## src/rtl/tlb_walk.sv

```systemverilog
// Fully-associative data TLB with page-walk miss handler and supervisor bypass.
// Hit/bypass response one cycle after accept; misses hold off new requests (req_ready_o low) until the walk returns.
module tlb_walk #(
  parameter int ENTRIES = 16,
  parameter int VA_W    = 32,
  parameter int PA_W    = 20,
  parameter int PAGE_W  = 12,
  parameter int AGE_W   = 4,
  localparam int VPN_W  = VA_W - PAGE_W,
  localparam int PPN_W  = PA_W - PAGE_W
) (
  input  logic             clk_i,
  input  logic             rst_ni,
  input  logic             mode_i,
  input  logic             req_valid_i,
  input  logic [VA_W-1:0]  req_vaddr_i,
  output logic             req_ready_o,
  output logic             resp_valid_o,
  output logic [PA_W-1:0]  resp_paddr_o,
  output logic             resp_fault_o,
  output logic             walk_req_o,
  output logic [VPN_W-1:0] walk_vpn_o,
  input  logic             walk_ack_i,
  input  logic [PPN_W-1:0] walk_ppn_i,
  input  logic             walk_fault_i,
  input  logic             flush_i,
  input  logic             inv_valid_i,
  input  logic [VPN_W-1:0] inv_vpn_i
);

  localparam int IDX_W = (ENTRIES > 1) ? $clog2(ENTRIES) : 1;
  localparam logic [AGE_W-1:0] AGE_MAX = {AGE_W{1'b1}};

  typedef enum logic {IDLE, WALK} state_e;

  state_e              state_q;
  logic [ENTRIES-1:0]  valid_q;
  logic [AGE_W-1:0]    age_q [ENTRIES];
  logic [VPN_W-1:0]    vpn_q [ENTRIES];
  logic [PPN_W-1:0]    ppn_q [ENTRIES];
  logic [PAGE_W-1:0]   off_q;
  logic                resp_valid_q, resp_fault_q, walk_req_q;
  logic [PA_W-1:0]     resp_paddr_q;
  logic [VPN_W-1:0]    walk_vpn_q;

  logic [VPN_W-1:0]    req_vpn;
  logic [PAGE_W-1:0]   req_off;
  logic                accept, hit, found_inv, ins_en;
  logic [IDX_W-1:0]    hit_idx, vic_idx;
  logic [AGE_W-1:0]    max_age;

  assign req_vpn      = req_vaddr_i[VA_W-1:PAGE_W];
  assign req_off      = req_vaddr_i[PAGE_W-1:0];
  assign req_ready_o  = (state_q == IDLE) && rst_ni;
  assign accept       = req_valid_i && req_ready_o;
  assign ins_en       = (state_q == WALK) && walk_ack_i && !walk_fault_i && !flush_i;

  assign resp_valid_o = resp_valid_q;
  assign resp_paddr_o = resp_paddr_q;
  assign resp_fault_o = resp_fault_q;
  assign walk_req_o   = walk_req_q;
  assign walk_vpn_o   = walk_vpn_q;

  always_comb begin
    hit     = 1'b0;
    hit_idx = '0;
    for (int i = 0; i < ENTRIES; i++) begin
      if (!hit && valid_q[i] && (vpn_q[i] == req_vpn)) begin
        hit     = 1'b1;
        hit_idx = IDX_W'(i);
      end
    end
  end

  // Prefer the first free slot; otherwise the oldest, strict '>' keeps ties at the lowest index.
  always_comb begin
    found_inv = 1'b0;
    vic_idx   = '0;
    max_age   = '0;
    for (int i = 0; i < ENTRIES; i++) begin
      if (!found_inv && !valid_q[i]) begin
        found_inv = 1'b1;
        vic_idx   = IDX_W'(i);
      end
    end
    if (!found_inv) begin
      for (int i = 0; i < ENTRIES; i++) begin
        if (age_q[i] > max_age) begin
          max_age = age_q[i];
          vic_idx = IDX_W'(i);
        end
      end
    end
  end

  always_ff @(posedge clk_i) begin
    if (ins_en) begin
      vpn_q[vic_idx] <= walk_vpn_q;
      ppn_q[vic_idx] <= walk_ppn_i;
    end
  end

  always_ff @(posedge clk_i or negedge rst_ni) begin
    if (!rst_ni) begin
      state_q      <= IDLE;
      valid_q      <= '0;
      for (int i = 0; i < ENTRIES; i++) age_q[i] <= '0;
      off_q        <= '0;
      resp_valid_q <= 1'b0;
      resp_fault_q <= 1'b0;
      resp_paddr_q <= '0;
      walk_req_q   <= 1'b0;
      walk_vpn_q   <= '0;
    end else begin
      resp_valid_q <= 1'b0;
      resp_fault_q <= 1'b0;

      for (int i = 0; i < ENTRIES; i++) begin
        if (inv_valid_i && valid_q[i] && (vpn_q[i] == inv_vpn_i)) valid_q[i] <= 1'b0;
      end
      if (flush_i) valid_q <= '0;

      case (state_q)
        IDLE: begin
          if (accept) begin
            if (mode_i) begin
              resp_valid_q <= 1'b1;
              resp_paddr_q <= req_vaddr_i[PA_W-1:0];
            end else begin
              for (int i = 0; i < ENTRIES; i++) begin
                if (valid_q[i]) begin
                  if (hit && (hit_idx == IDX_W'(i)))  age_q[i] <= '0;
                  else if (age_q[i] != AGE_MAX)       age_q[i] <= age_q[i] + AGE_W'(1);
                end
              end
              if (hit) begin
                resp_valid_q <= 1'b1;
                resp_paddr_q <= {ppn_q[hit_idx], req_off};
              end else begin
                walk_req_q <= 1'b1;
                walk_vpn_q <= req_vpn;
                off_q      <= req_off;
                state_q    <= WALK;
              end
            end
          end
        end
        WALK: begin
          if (walk_ack_i) begin
            walk_req_q   <= 1'b0;
            state_q      <= IDLE;
            resp_valid_q <= 1'b1;
            resp_fault_q <= walk_fault_i;
            resp_paddr_q <= walk_fault_i ? '0 : {walk_ppn_i, off_q};
            // A flush in the ack cycle still answers the request but must not leave a stale entry.
            if (ins_en) begin
              valid_q[vic_idx] <= 1'b1;
              age_q[vic_idx]   <= '0;
            end
          end
        end
        default: state_q <= IDLE;
      endcase
    end
  end

endmodule

```

## config.mk

```make
export PLATFORM = sky130hd
export DESIGN_NAME = tlb_walk
export DESIGN_NICKNAME = d
export VERILOG_FILES = /design/src/rtl/tlb_walk.sv
export SDC_FILE = /design/constraint.sdc
export NUM_CORES = 2
export LEC_CHECK = 0
export BUFFER_PORTS_ARGS = -buffer_cell sky130_fd_sc_hd__buf_2
export CAP_MARGIN = 40
export CORE_MARGIN = 2
export CORE_UTILIZATION = 60
export DETAILED_ROUTE_END_ITERATION = 10
export GPL_ROUTABILITY_DRIVEN = 0
export PLACE_DENSITY = 0.86
export RECOVER_POWER = 50
export SYNTH_ARGS = -nofsm -noshare
export SYNTH_HDL_FRONTEND = slang
export SYNTH_SLANG_ARGS = --single-unit
```

## constraint.sdc

```tcl
create_clock -name clk_i -period 35.1 [get_ports clk_i]
set_input_delay 3.51 -clock clk_i [delete_from_list [all_inputs] [get_ports clk_i]]
set_output_delay 3.51 -clock clk_i [all_outputs]
set_load 0.1 [all_outputs]
```

==> impl_metrics.py <==
metrics = {
    "layout": {
        "layout_commonest_cell": "edfxtp_1",
        "finalCoreUtilization": 0.666,
        "seqCellArea_um2": 16900,
        "layout_common_cells": "edfxtp_1, xnor2_1, xor2_1",
        "nFillCells": 3885,
        "drive_gt1_frac": 0.129,
        "nets": 3300,
        "multi_input_area_um2": 16400,
        "finalInstanceArea_um2": 37500,
        "areaGrowthSynthToFinish_pct": 9.90,
    },
    "worst_setup_path": {
        "critPathSlowestCell": "a221oi_1",
        "critPathLaunchType": "flip-flop",
        "critical_path_class": "flip-flop to flip-flop",
        "crit_buf_inv": 9,
        "r2r_start": "age_q[61]",
        "cp.required_ns": 35.41,
        "cp.depth": 125,
        "cp-startpoint": "age_q[61]",
        "crit_fanout": 20,
        "crit_path_end_kind": "flip-flop",
        "cpPeakStageDelay_ns": 0.62,
        "critPathMostFrequentCell": "ha_1",
        "cp.arrival_ns": 29.28,
        "critical-path-top-delay-family": "compound AO/OA/AOI/OAI gates",
        "rr_worst_depth": 125,
    },
    "yosys": {
        "async_flop_share": 0.233,
        "synth_ff_type": "edfxtp_1",
        "synth_edf_count": 448,
        "yosysWarningCount": 0,
        "synth.cell_area_um2": 34100,
        "ys_ff_latch": 584,
        "synth_cell_types": 105,
        "netlist_instances": 3104,
        "synth_fp_nets": 3225,
        "syn_avg_cell_area_um2": 11.0,
        "seq_area_frac_synth": 0.494,
    },
    "power": {
        "leakage_nw": 13.3,
        "p_sw_w": 0.00210,
        "peakVddDrop_mv": 0.454,
        "combPwrFrac": 0.665,
        "powerDensity_nw_per_um2": 119,
        "clock_power_share": 0.145,
        "swShare": 0.472,
        "p_seq_frac": 0.189,
        "p_int_w": 0.00235,
    },
    "die": {
        "core_area_um2": 56300,
        "row_count": 87,
        "io_pins": 112,
        "chipHeight_um": 242,
        "start_util": 0.606,
        "die_w_um": 242,
        "die_area_um2": 58800,
    },
    "clock_tree": {
        "cts_setup_buffers": 0,
        "clk_latency_ns": 0.68,
        "cts.sinks": 584,
        "cts_hold_buffers": 0,
        "root_buffer": "clkbuf_16",
        "cts_tree": "built",
        "cts_made_buffers": 57,
        "cts_buffer_depth": 3,
        "h-tree-depth": 2,
        "clk_pin_slew_ns": 0.06,
        "cts.repair.resized": 0,
    },
    "run_status": {
        "violations": "capacitance limit, slew limit",
        "status": "finished, violations left",
    },
    "place": {
        "port_buffers": 111,
        "hpwl_mm": 71.4,
        "placed_area_um2": 35600,
    },
    "drt": {
        "viasPerCell": 7.24,
        "dr_wl_met2_mm": 50.6,
        "firstDrtPassIters": 9,
        "met3RoutedLength_mm": 19.6,
        "ant_nets": 0,
        "vias": 28846,
        "drt-met1-wl_mm": 38.1,
        "drtIter0Drc": 5000,
        "wl_per_cell_um": 30.0,
        "drc": 0,
        "routed_wl_mm": 119,
        "highest_layer": "met5",
    },
    "timing": {
        "max_slew_margin": -1.57,
        "fin_crit_ns": 28.97,
        "skew_ns": 0.0612,
        "rsz0062_at_grt": "no",
        "finalSetupTns_ns": 0,
        "fmaxAchievable_ghz": 0.0345,
        "hold_violations": 0,
        "worstMarginPinSlew_ns": 3.86,
        "timing.final.crit_share": 0.825,
        "report.final.slew_viol_count": 418,
        "setup_viol": 0,
    },
    "grt": {
        "grt-ovfl-total": 0,
        "grt_pass1_vias": 28486,
        "track_usage": 0.399,
        "antenna_found_initial": 2,
        "grt_max_degree": 68,
        "grt_pass1_wl_mm": 176,
    },
    "min_path": {
        "min-delay-start": "resp_paddr_o[8]",
        "hold_path.class": "flip-flop to flip-flop",
        "hold_depth": 2,
    },
    "flow_run": {
        "cap_violations": 18,
    },
}
final timing paths:
kind	endpoint	slack, ns
min in group asynchronous	age_q[45]	3.34
max	vpn_q[6][9]	6.13
max reg2reg	vpn_q[6][9]	6.13
min reg2reg	resp_paddr_o[8]	0.48
max in group asynchronous	age_q[47]	27.32
min	resp_paddr_o[8]	0.48
logic make-up (layout without fill, tap and decap cells):
family                     after synthesis  in the layout  share of synthesized area
AOI/OAI and AO/OA                      499            499                      0.100
xor gates and xnor gates               661            661                      0.170
adders and majority gates               57             57                     0.0207
buffers and inverters                  237            360                     0.0270
DFF                                    584            584                      0.494
muxes                                  131            131                     0.0421
and+or+nand+nor                        935            935                      0.146
other                                    0              2                          0
flip-flops by register name (all words and copies together), names as in the netlist:
| name | flops |
|---|---|
| resp_fault_o | 1 |
| off_q | 12 |
| resp_paddr_o | 20 |
| vpn_q | 320 |
| valid_q | 16 |
| resp_valid_o | 1 |
| walk_vpn_o | 20 |
| walk_req_o | 1 |
| state_q | 1 |
| age_q | 64 |
| ppn_q | 128 |
power groups by stage:
| stage | sequential [W] | combinational [W] | clock [W] |
|---|---|---|---|
| 2_1_floorplan | 0.000929 | 0.00217 | 0 |
| 3_3_place_gp | 0.000850 | 0.00266 | 0 |
| 3_5_place_dp | 0.000852 | 0.00285 | 0 |
| 4_1_cts | 0.000838 | 0.00287 | 0.000642 |
| 5_1_grt | 0.000845 | 0.00322 | 0.000670 |
| 6_report | 0.000842 | 0.00296 | 0.000647 |
through the flow:
step	setup WS, ns	instances	power [W]	hold slack [ns]
after floorplan	9.13	3104	0.00310	0.480
after global placement	8.69	3861	0.00351	0.457
after detailed placement	6.98	3870	0.00370	0.468
after CTS	6.90	3977	0.00435	0.482
after global routing	4.11	3983	0.00474	0.501
final	6.13	3985	0.00445	0.478
synthesized netlist by cell type, types with 7 or more instances:
cell	number	area [µm²]
edfxtp_1	448	13500
xnor2_1	433	3790
xor2_1	228	2000
nor2_1	204	766
nand2_1	172	646
nand4_1	144	901
clkbuf_1	139	522
dfrtp_1	136	3400
a21oi_1	120	601
o21ai_0	111	556
mux2_2	86	968
nand3_1	85	425
nor4_1	82	513
inv_1	76	285
nor3_1	63	315
ha_1	53	663
mux2i_1	43	430
a22oi_1	30	225
o31ai_1	23	173
or2_2	23	144
or3b_2	21	184
nor2b_1	20	125
a211oi_1	16	120
and3_1	16	100
nor3b_1	16	120
a31o_2	15	131
a31oi_1	15	93.8
nand4b_1	15	131
or3_1	15	93.8
o21a_1	14	105
o211ai_1	13	97.6
buf_1	11	41.3
o22ai_1	10	62.6
a2bb2oi_1	9	78.8
and2_1	9	56.3
nand2b_1	9	56.3
buf_2	8	40.0
nor4b_1	8	70.1
o21ai_1	8	40.0
o21bai_1	8	60.1
a41oi_1	7	61.3
o2111ai_1	7	61.3
o32ai_1	7	61.3
worst reg2reg max path: cells and delay by family, from the launching register on:
family                   cells  cell delay, ns
adder cells (fa/ha/maj)     18            5.21
AND/OR/NAND/NOR             40            7.54
AO/OA/AOI/OAI               44           10.02
multiplexers                14            4.54
flip-flops                   1            0.42
buffers and inverters        9            0.91
per-layer routing:
layer | global-route usage | vias to the layer above
li1 | - | 11564
met1 | 0.482 | 13500
met2 | 0.587 | 2885
met3 | 0.145 | 895
met4 | 0.300 | 2
met5 | 0 | -
area by class of cell:
| cell class | count | area share |
|---|---|---|
| multi-input cells | 2283 | 0.438 |
| repair buffers | 177 | 0.0272 |
| clock inverters | 22 | 0.00638 |
| clock buffers | 85 | 0.0458 |
| flip-flops and latches | 584 | 0.450 |
| well taps | 756 | 0.0252 |
| diodes | 2 | 0.000134 |
| inverters | 76 | 0.00761 |
No activity file was read; power rests on OpenSTA's default activity.
